[src/rtl/mem_wb_reg.sv]
// MEM/WB pipeline register: latches memory-stage results and drives the register-file writeback.
// Optional stall-cycle counter enabled by defining MEM_WB_PERF_EN.
module mem_wb_reg #(
    parameter int DATA_W = 32,
    parameter int REG_W  = 5
) (
    input  logic              CLK,
    input  logic              RST,
    input  logic              ihit,
    input  logic              dhit,
    input  logic              stall,
    input  logic              flush,
    input  logic              memRead_in,
    input  logic              memWrite_in,
    input  logic              memtoReg_in,
    input  logic              jal_in,
    input  logic              regWrite_in,
    input  logic [REG_W-1:0]  regSel_in,
    input  logic [DATA_W-1:0] npc_in,
    input  logic [DATA_W-1:0] aluOut_in,
    input  logic [DATA_W-1:0] dmemload_in,
    input  logic              halt_in,
    output logic              regWrite_out,
    output logic [REG_W-1:0]  regSel_out,
    output logic [DATA_W-1:0] wdat_out,
    output logic              halt_out,
    output logic              valid_out,
    output logic              mem_wait_out,
    output logic [31:0]       perf_memstall
);

    logic              mem_op;
    logic              advance;

    logic              valid_q,    valid_d;
    logic              regWrite_q, regWrite_d;
    logic              halt_q,     halt_d;
    logic              memtoReg_q, memtoReg_d;
    logic              jal_q,      jal_d;
    logic [REG_W-1:0]  regSel_q,   regSel_d;
    logic [DATA_W-1:0] npc_q,      npc_d;
    logic [DATA_W-1:0] aluOut_q,   aluOut_d;
    logic [DATA_W-1:0] dmemload_q, dmemload_d;

    assign mem_op  = memRead_in | memWrite_in;
    // Memory ops advance on the data-cache strobe; everything else on the fetch strobe.
    assign advance = ~stall & ~halt_q & (mem_op ? dhit : ihit);

    always_comb begin
        valid_d    = valid_q;
        regWrite_d = regWrite_q;
        halt_d     = halt_q;
        memtoReg_d = memtoReg_q;
        jal_d      = jal_q;
        regSel_d   = regSel_q;
        npc_d      = npc_q;
        aluOut_d   = aluOut_q;
        dmemload_d = dmemload_q;
        if (!halt_q) begin
            if (flush) begin
                valid_d    = 1'b0;
                regWrite_d = 1'b0;
                halt_d     = 1'b0;
                memtoReg_d = 1'b0;
                jal_d      = 1'b0;
            end else if (advance) begin
                valid_d    = 1'b1;
                regWrite_d = regWrite_in;
                halt_d     = halt_in;
                memtoReg_d = memtoReg_in;
                jal_d      = jal_in;
                regSel_d   = regSel_in;
                npc_d      = npc_in;
                aluOut_d   = aluOut_in;
                // A load only advances on dhit, so its data is valid here.
                if (memRead_in) begin
                    dmemload_d = dmemload_in;
                end
            end
        end
    end

    always_ff @(posedge CLK) begin
        if (RST) begin
            valid_q    <= 1'b0;
            regWrite_q <= 1'b0;
            halt_q     <= 1'b0;
            memtoReg_q <= 1'b0;
            jal_q      <= 1'b0;
            regSel_q   <= '0;
            npc_q      <= '0;
            aluOut_q   <= '0;
            dmemload_q <= '0;
        end else begin
            valid_q    <= valid_d;
            regWrite_q <= regWrite_d;
            halt_q     <= halt_d;
            memtoReg_q <= memtoReg_d;
            jal_q      <= jal_d;
            regSel_q   <= regSel_d;
            npc_q      <= npc_d;
            aluOut_q   <= aluOut_d;
            dmemload_q <= dmemload_d;
        end
    end

    assign regWrite_out = valid_q & regWrite_q & ~halt_q;
    assign regSel_out   = regSel_q;
    assign halt_out     = halt_q;
    assign valid_out    = valid_q;
    assign mem_wait_out = mem_op & ~dhit & ~halt_q;
    assign wdat_out     = jal_q ? npc_q : (memtoReg_q ? dmemload_q : aluOut_q);

`ifdef MEM_WB_PERF_EN
    logic [31:0] perf_q, perf_d;

    // Saturating count of cycles spent waiting on the data cache.
    always_comb begin
        perf_d = perf_q;
        if (mem_wait_out && (perf_q != 32'hFFFF_FFFF)) begin
            perf_d = perf_q + 32'd1;
        end
    end

    always_ff @(posedge CLK) begin
        if (RST) begin
            perf_q <= '0;
        end else begin
            perf_q <= perf_d;
        end
    end

    assign perf_memstall = perf_q;
`else
    assign perf_memstall = 32'd0;
`endif

endmodule

[config.mk]
export PLATFORM = sky130hd
export DESIGN_NAME = mem_wb_reg
export DESIGN_NICKNAME = d
export VERILOG_FILES = /design/src/rtl/mem_wb_reg.sv
export SDC_FILE = /design/constraint.sdc
export NUM_CORES = 1
export LEC_CHECK = 0
export BUFFER_PORTS_ARGS = -buffer_cell sky130_fd_sc_hd__buf_2
export CORE_UTILIZATION = 50
export DETAILED_ROUTE_END_ITERATION = 12
export PLACE_DENSITY = 0.8
export SYNTH_ARGS = -nofsm -noshare
export SYNTH_HDL_FRONTEND = slang
export SYNTH_SLANG_ARGS = --single-unit
[constraint.sdc]
create_clock -name CLK -period 1.7 [get_ports CLK]
set_input_delay 0.425 -clock CLK [delete_from_list [all_inputs] [get_ports CLK]]
set_output_delay 0.425 -clock CLK [all_outputs]
set_load 0.005 [all_outputs]
==> results of run 1 <==
[sequential cells by signal (all words and copies together) (netlist names)]
signal	cells
aluOut_q	32
dmemload_q	32
npc_q	32
regSel_out	5
halt_out	1
jal_q	1
memtoReg_q	1
regWrite_q	1
valid_out	1
[through the flow]
stage	TNS [ns]	hold WS, ns
2_1_floorplan	0	0.434
4_1_cts	-3.97	0.275
6_report	-3.52	0.287
3_3_place_gp	0	0.440
3_5_place_dp	0	0.449
5_1_grt	-5.64	0.284
[worst max-delay path by stage]
stage / depth (start not counted) / slack [ns] / end / from
after floorplan: 4 / 0.19 / wdat_out[10] / memtoReg_q
after detailed placement: 5 / 0.03 / aluOut_q[15] / memWrite_in
after global placement: 5 / 0.13 / npc_q[22] / memWrite_in
final: 5 / -0.18 / wdat_out[18] / memtoReg_q
after CTS: 5 / -0.16 / wdat_out[23] / memtoReg_q
after global routing: 5 / -0.25 / wdat_out[20] / memtoReg_q
[power by group]
part | leakage (nW) | internal, mW | switching, mW | total, mW
clock network | 0.107 | 0.836 | 0.883 | 1.72
logic | 1.58 | 0.297 | 0.354 | 0.651
registers | 0.862 | 2.56 | 0.0460 | 2.60
[worst min-delay path: stages]
cell and delay (ns):
buf_2 0.10, nand2_1 0.04, mux2i_1 0.05
[Yosys cell counts (3+ instances only)]
cell type / instances
a32o_1: 3
mux2i_1: 101
buf_12: 7
a21oi_1: 34
nor2b_1: 3
clkbuf_1: 29
o21ai_1: 65
dfxtp_1: 106
nand3_1: 32
buf_4: 32
nand2_1: 171
buf_2: 13
[logic make-up (layout without fill, tap and decap cells)]
logic type | after synthesis | after routing
other cells | 1 | 32
buf+inv | 86 | 194
flops | 106 | 106
simple gates | 214 | 214
compound gates | 106 | 106
mux | 101 | 101
[cell usage in the layout (no fill, tap or decap), types with 2 or more instances in the layout]
cell type / instances
a21oi_1: 34
a32o_1: 3
buf_12: 12
buf_16: 2
buf_2: 153
buf_4: 8
bufinv_16: 2
clkbuf_8: 9
conb_1: 32
dfxtp_1: 103
dfxtp_4: 2
mux2i_1: 96
mux2i_2: 3
mux2i_4: 2
nand2_1: 171
nand3_1: 32
nor2_1: 2
nor2b_1: 3
o21ai_1: 65
[timing repair]
item                       CTS  global route
buffers inserted             2             0
cloned                       2             0
pin swaps                    0             0
resized for setup            9             3
setup endpoints to repair   32            33
[metal layers]
layer  global-route usage, %  wire [um]
met2                    43.3       6560
met3                    3.71        739
met1                    28.1       5280
met4                    11.6        329
met5                       0          0
[area by class of cell]
type | instances | area [sq um] | area share (%)
clock buffer | 10 | 128 | 2.04
tap | 133 | 166 | 2.66
clock inverter | 6 | 90.1 | 1.44
timing repair buffer | 175 | 1120 | 17.9
inverter | 3 | 13.8 | 0.220
multi-input combinational | 453 | 2610 | 41.7
sequential | 106 | 2130 | 34.0
==> impl_metrics.tcl, run 1 <==
set metrics [dict create \
    io_pins 186 \
    fin_crit_ns 1.88 \
    path_class "flop to primary output" \
    drt_pass1_iterations 4 \
    wirelength_um 12900 \
    route.detailed.drc 0 \
    path_buf_inv 3 \
    finalWorstSetupSlack_ns -0.181 \
    synth_fa_ha_area_share_pct 0 \
    power.density_nw_per_um2 795 \
    synth-seq-cells 106 \
    synth_top_family_by_area "multiplexers" \
    h-tree-depth 3 \
    cts_tree "built" \
    drt-initial-drc-count 202 \
    power_mw 4.98 \
    grt_pass1_vias 4400 \
    nets 861 \
    synth_area_leaders "dfxtp_1 (41%), mux2i_1 (20%), nand2_1 (12%), o21ai_1 (6.3%), buf_4 (4.7%)" \
    diodes 0 \
    start_util_pct 52.2 \
    finalHoldViolations 0 \
    reg2reg_depth 4 \
    slew_viol_final 0 \
    dpl.hpwl_um 8930 \
    rsz0062_at_grt "yes" \
    area_growth_pct 21.5 \
    status "finished with violations" \
    drive_above_1_share_pct 27.0 \
    failed_checks "setup timing" \
    cts_root_buf "clkbuf_8" \
    worst_setup_path_start_kind "flop" \
    final_util_pct 63.5 \
    place.gp.congestion 0.903 \
    fp.dieW_um 104 \
    synth_warnings 0 \
    leakage_nw 2.55 \
    synth_compound_area_share_pct 10.8 \
    portBuffers 153 \
    muxShareOfSynthArea_pct 19.6 \
    pre_cts_ws_ns 0.0338 \
    finalCritPeriodShare_pct 111 \
    dpl_cell_area_sq_um 5920 \
    chipHeight_um 104 \
    via_count 4560 \
    fin_cells 886 \
    design_area_sq_um 6260 \
    ys_seq_area_share_pct 41.2 \
    postCtsHoldBufs 0 \
    max_freq_mhz 532 \
    clk_pin_slew_ns 0.10 \
    hold_path_end "npc_q[12]" \
    grt_max_degree 77 \
    reg2reg_to "halt_out" \
    clock-sinks 106 \
    min_path_cells 3 \
    cp-end-kind "primary output" \
    coreArea_sq_um 9860 \
    async_flop_share_pct 0 \
    cpPeakStageDelay_ns 0.41 \
    grt_pass1_wl_um 20900 \
    rrSetupSlack_ns 0.31 \
    holdCritStartpoint "npc_in[12]" \
    synth-main-ff-cell "dfxtp_1" \
    hp-class "input port to flop" \
    r2r-start "halt_out" \
    avgViaCountPerCell 5.15 \
    critical_path.top_delay_family "flip-flops" \
    cts_made_buffers 9 \
    max_cap_violations 0 \
    crit_arrival_ns 1.46 \
    die_area_sq_um 10700 \
    crit_required_ns 1.27 \
    fin_skew_ns 0.0117 \
    syn_area_per_cell_sq_um 8.39 \
    synth_top_area_cell "dfxtp_1" \
    ir_drop_uv 424 \
    num_rows 36 \
    groute.usage.overall_pct 24.2 \
    setup_viol 32 \
    clock_latency_ns 0.37 \
    wl_per_cell_um 14.6 \
    synth-xor-area-share_pct 0 \
    nFillCells 874 \
    syn_inst 614 \
    synthSimpleGateAreaFrac_pct 17.1 \
    place_inst 866 \
    synth_area_sq_um 5150 \
    clk_path_buf_depth 2 \
    antenna_found_initial 0 \
    grt-ovfl-total 0 \
    crit_fanout 5 \
    drtAntennaViolNets 0 \
    ys_types 27 \
    synth_edf_count 0 \
    crit_slowest_cell "dfxtp_4" \
    synth_top_area_share_pct 41.2 \
    crit_path_cell_trace "buf_12, buf_16, mux2i_1, o21ai_1, buf_2" \
]
Note: power is estimated with default switching activity, not from simulation.
==> inputs of run 2 (changes only) <==
--- a/config.mk
+++ b/config.mk
@@ -7,6 +7,7 @@
 export LEC_CHECK = 0
 export BUFFER_PORTS_ARGS = -buffer_cell sky130_fd_sc_hd__buf_2
 export CORE_UTILIZATION = 50
+export CTS_BUF_LIST = sky130_fd_sc_hd__clkbuf_8 sky130_fd_sc_hd__clkbuf_16
 export DETAILED_ROUTE_END_ITERATION = 12
 export PLACE_DENSITY = 0.8
 export SYNTH_ARGS = -nofsm -noshare
==> run 2 against run 1 <==
  * The run still ends with setup timing left
  * Setup slack worse by 0.0012 ns
  * Cell area unchanged
  * Critical path depth did not move
  * Count of clock-buffer cells in the layout shrank 1
  * Combinational power barely moved
  * Utilization unchanged
  * First-iteration DRC count unchanged
  * Via count increased by 0.35%
  * Critical endpoint unchanged
==> impl_metrics.tcl, run 2 (same netlist as run 1, synthesis figures left out) <==
set metrics [dict create \
    drt-initial-drc-count 202 \
    grt_max_degree 77 \
    antenna_found_initial 0 \
    coreArea_sq_um 9860 \
    cp-end-kind "primary output" \
    drt_pass1_iterations 4 \
    postCtsHoldBufs 0 \
    clk_path_buf_depth 2 \
    slew_viol_final 0 \
    max_freq_mhz 531 \
    wirelength_um 12900 \
    final_cell_mix "nand2_1 (171), buf_2 (153), dfxtp_1 (103)" \
    start_util_pct 52.2 \
    area_growth_pct 21.5 \
    crit_fanout 5 \
    groute.usage.overall_pct 24.2 \
    die_area_sq_um 10700 \
    worst_setup_path_start_kind "flop" \
    grt_pass1_wl_um 20900 \
    finalCritPeriodShare_pct 111 \
    wl_per_cell_um 14.6 \
    status "finished with violations" \
    cts_made_buffers 9 \
    failed_checks "setup timing" \
    drtAntennaViolNets 0 \
    place.gp.congestion 0.903 \
    mostFrequentLayoutCell "nand2_1" \
    setup_viol 32 \
    clock_latency_ns 0.37 \
    crit_slowest_cell "dfxtp_4" \
    path_class "flop to primary output" \
    nets 861 \
    drive_above_1_share_pct 27.0 \
    leakage_nw 2.55 \
    clk_pin_slew_ns 0.10 \
    grt_pass1_vias 4400 \
    route.detailed.drc 0 \
    clock-sinks 106 \
    fin_crit_ns 1.88 \
    portBuffers 153 \
    rsz0062_at_grt "yes" \
    ir_drop_uv 424 \
    via_count 4576 \
    fp.dieW_um 104 \
    grt-ovfl-total 0 \
    avgViaCountPerCell 5.16 \
    finalHoldViolations 0 \
    regArea_sq_um 2130 \
    finalWorstSetupSlack_ns -0.182 \
    num_rows 36 \
    final_util_pct 63.5 \
    multiInputGateArea_sq_um 2610 \
    cts_root_buf "clkbuf_8" \
    crit_path_cell_trace "buf_12, buf_16, mux2i_1, o21ai_1, buf_2" \
    nFillCells 874 \
    crit_required_ns 1.27 \
    dpl.hpwl_um 8930 \
    reg_top3 "aluOut_q (32), dmemload_q (32), npc_q (32)" \
    diodes 0 \
    max_cap_violations 0 \
    chipHeight_um 104 \
    cts_tree "built" \
    power.density_nw_per_um2 794 \
    whs_ns 0.286 \
    hp-class "input port to flop" \
    cpPeakStageDelay_ns 0.41 \
    io_pins 186 \
    crit_arrival_ns 1.46 \
    fin_skew_ns 0.0118 \
    h-tree-depth 3 \
    tns_ns -3.53 \
]
-- run 2: changes by cell type in the layout (fill, tap and decap cells not counted), sizes merged --
cell / previous run / this run
inv: 4 / 5
clkbuf: 10 / 9
-- run 2: critical path, delay by kind of cell, from the launching register on --
| kind | cells | cell delay [ns] |
|---|---|---|
| compound gates | 1 | 0.09 |
| flops | 1 | 0.41 |
| buf+inv | 3 | 0.38 |
| mux | 1 | 0.21 |
-- run 2: what timing repair did --
item                                    4_1_cts  5_1_grt
gates resized for setup                       9        3
setup buffers                                 2        0
endpoints found under the setup margin       32       33
cloned                                        2        0
-- run 2: path summary, 6_finish.rpt --
check	start	endpoint	slack, ns	cells past startpoint
max	memtoReg_q	wdat_out[18]	-0.18	5
max reg2reg	halt_out	halt_out	0.32	4
min	npc_in[12]	npc_q[12]	0.29	3
min reg2reg	aluOut_q[31]	aluOut_q[31]	0.46	2
-- run 2: metal layers --
layer	part of all wire, %	GRT usage [%]	vias up	wire length (um)
met2	51	43.3	163	6550
met1	41	28.1	2120	5300
met4	2.8	11.6	0	365
li1	-	-	2264	-
met5	0	0	-	0
met3	5.5	3.71	29	705
-- run 2: metrics by stage --
| step | cell area, sq um | power, mW | cells | setup WS [ns] |
|---|---|---|---|---|
| detailed placement | 5920 | 3.29 | 866 | 0.0338 |
| floorplan | 5270 | 3.08 | 645 | 0.189 |
| global placement | 5920 | 3.27 | 866 | 0.134 |
| global route | 6260 | 5.15 | 886 | -0.246 |
| CTS | 6250 | 4.99 | 886 | -0.155 |
| finish | 6260 | 4.97 | 886 | -0.182 |
-- run 2: layout make-up --
class | count | share of cell area (%)
clock buffers | 9 | 1.98
inverters | 3 | 0.220
well taps | 133 | 2.66
repair buffers | 175 | 17.9
multi-input cells | 453 | 41.7
flip-flops and latches | 106 | 34.0
clock inverters | 7 | 1.50
-- run 2: power by group --
part | leakage, nW | internal, mW | switching, mW
logic | 1.58 | 0.297 | 0.355
clock network | 0.111 | 0.830 | 0.883
registers | 0.862 | 2.56 | 0.0460
==> inputs of run 3 (changes only) <==
--- a/config.mk
+++ b/config.mk
@@ -6,10 +6,10 @@
 export NUM_CORES = 1
 export LEC_CHECK = 0
 export BUFFER_PORTS_ARGS = -buffer_cell sky130_fd_sc_hd__buf_2
-export CORE_UTILIZATION = 50
+export CORE_UTILIZATION = 30
 export CTS_BUF_LIST = sky130_fd_sc_hd__clkbuf_8 sky130_fd_sc_hd__clkbuf_16
+export CTS_CLUSTER_DIAMETER = 100
 export DETAILED_ROUTE_END_ITERATION = 12
-export PLACE_DENSITY = 0.8
 export SYNTH_ARGS = -nofsm -noshare
 export SYNTH_HDL_FRONTEND = slang
 export SYNTH_SLANG_ARGS = --single-unit
==> run 3 against run 2 <==
  * The run still ends with setup timing left
  * Cell count rose by 10%
  * Setup slack gained 0.045 ns
  * Count of clock-buffer cells in the layout stayed put
  * Sequential power hardly changed
  * Sequential cell count did not move
  * Sequential share of layout area decreased by 1.2 points
  * Critical path type unchanged
==> impl_metrics.tcl, run 3 (same netlist as run 1, synthesis figures left out) <==
set metrics [dict create \
    clk_pin_slew_ns 0.07 \
    worst_setup_path_start_kind "flop" \
    cts_tree "built" \
    final_cell_mix "nand2_1 (171), buf_2 (153), dfxtp_1 (103)" \
    post-cts-setup-buffers 0 \
    io_pins 186 \
    postCtsHoldBufs 0 \
    fin_skew_ns 0.00592 \
    reg_top3 "aluOut_q (32), dmemload_q (32), npc_q (32)" \
    rsz0062_at_grt "yes" \
    cp-end-kind "primary output" \
    grt_pass1_wl_um 21900 \
    failed_checks "setup timing" \
    dpl.hpwl_um 9610 \
    power_mw 5.63 \
    drt_pass1_iterations 6 \
    cts_root_buf "clkbuf_16" \
    start_util_pct 30.9 \
    crit_fanout 11 \
    portBuffers 153 \
    mostFrequentLayoutCell "nand2_1" \
    wirelength_um 13800 \
    clock-sinks 106 \
    fin_crit_ns 1.84 \
    crit_required_ns 1.27 \
    area_growth_pct 25.9 \
    clock_latency_ns 0.35 \
    finalCritPeriodShare_pct 108 \
    crit_arrival_ns 1.41 \
    wl_per_cell_um 14.2 \
    path_class "flop to primary output" \
    leakage_nw 2.60 \
    avgViaCountPerCell 4.47 \
    grt-ovfl-total 0 \
    ir_drop_uv 505 \
    slew_viol_final 0 \
    cts_made_buffers 9 \
    final_util_pct 38.9 \
    power.density_nw_per_um2 868 \
    antenna_found_initial 1 \
    grt_max_degree 75 \
    hp-class "input port to flop" \
    die_area_sq_um 17700 \
    finalWorstSetupSlack_ns -0.138 \
    groute.usage.overall_pct 15.9 \
    coreArea_sq_um 16700 \
    chipHeight_um 133 \
    h-tree-depth 3 \
    clk_path_buf_depth 2 \
    max_cap_violations 0 \
    drive_above_1_share_pct 27.0 \
    via_count 4360 \
    route.detailed.drc 0 \
    nets 861 \
    num_rows 47 \
    grt_pass1_vias 4250 \
    place.gp.congestion 0.756 \
    max_freq_mhz 544 \
    setup_viol 32 \
    drt-initial-drc-count 214 \
    drtAntennaViolNets 0 \
    finalHoldViolations 0 \
    fp.dieW_um 133 \
    status "finished with violations" \
]
-- run 3: path summary, 6_finish.rpt --
kind                                     from      endpoint  slack (ns)  cells past startpoint
worst max-delay path               memtoReg_q   wdat_out[1]       -0.14                      4
worst min-delay path            aluOut_in[13]  aluOut_q[13]        0.31                      3
worst max register to register       halt_out      halt_out        0.35                      4
worst min register to register   aluOut_q[20]  aluOut_q[20]        0.46                      2
-- run 3: routing by layer --
| layer | part of all wire (%) | routed length (um) | global-route usage, % | vias to the layer above |
|---|---|---|---|---|
| li1 | - | - | - | 2269 |
| met1 | 48 | 6680 | 20.9 | 1934 |
| met2 | 44 | 6110 | 25.5 | 140 |
| met3 | 6.1 | 846 | 4.33 | 15 |
| met4 | 1.2 | 168 | 4.41 | 2 |
| met5 | 0.072 | 10 | 0 | - |
-- run 3: what timing repair did --
item / in CTS / in global routing
resized for setup: 8 / 4
hold endpoints to repair: 0 / 0
endpoints found under the setup margin: 33 / 32
gates cloned: 1 / 0
-- run 3: power by group --
| part | switching [mW] | leakage, nW | total (mW) | internal (mW) |
|---|---|---|---|---|
| clock network | 0.938 | 0.168 | 2.37 | 1.43 |
| registers | 0.0444 | 0.862 | 2.60 | 2.56 |
| logic | 0.363 | 1.57 | 0.662 | 0.298 |
-- run 3: final cells by class --
| class | count | area [sq um] |
|---|---|---|
| antenna | 2 | 5.00 |
| clock inverter | 7 | 110 |
| tap | 220 | 275 |
| timing repair buffer | 175 | 1110 |
| fill | 1769 | 10200 |
| inverter | 3 | 13.8 |
| multi-input combinational | 453 | 2620 |
| sequential | 106 | 2130 |
| clock buffer | 9 | 225 |
-- run 3: per-stage QoR --
step	std cells	setup TNS (ns)	setup slack [ns]	cell area, sq um	hold WS, ns
floorplan	645	0	0.189	5270	0.434
global placement	956	0	0.136	6070	0.441
detailed placement	956	0	0.0931	6070	0.446
CTS	973	-3.86	-0.171	6460	0.298
global route	973	-5.10	-0.200	6480	0.307
finish	975	-2.80	-0.138	6490	0.314
-- run 3: worst max-delay path, stage by stage, from the launching register on --
cell and delay (ns):
dfxtp_4 0.41, buf_12 0.17, mux2i_2 0.25, o21ai_1 0.09, buf_2 0.13
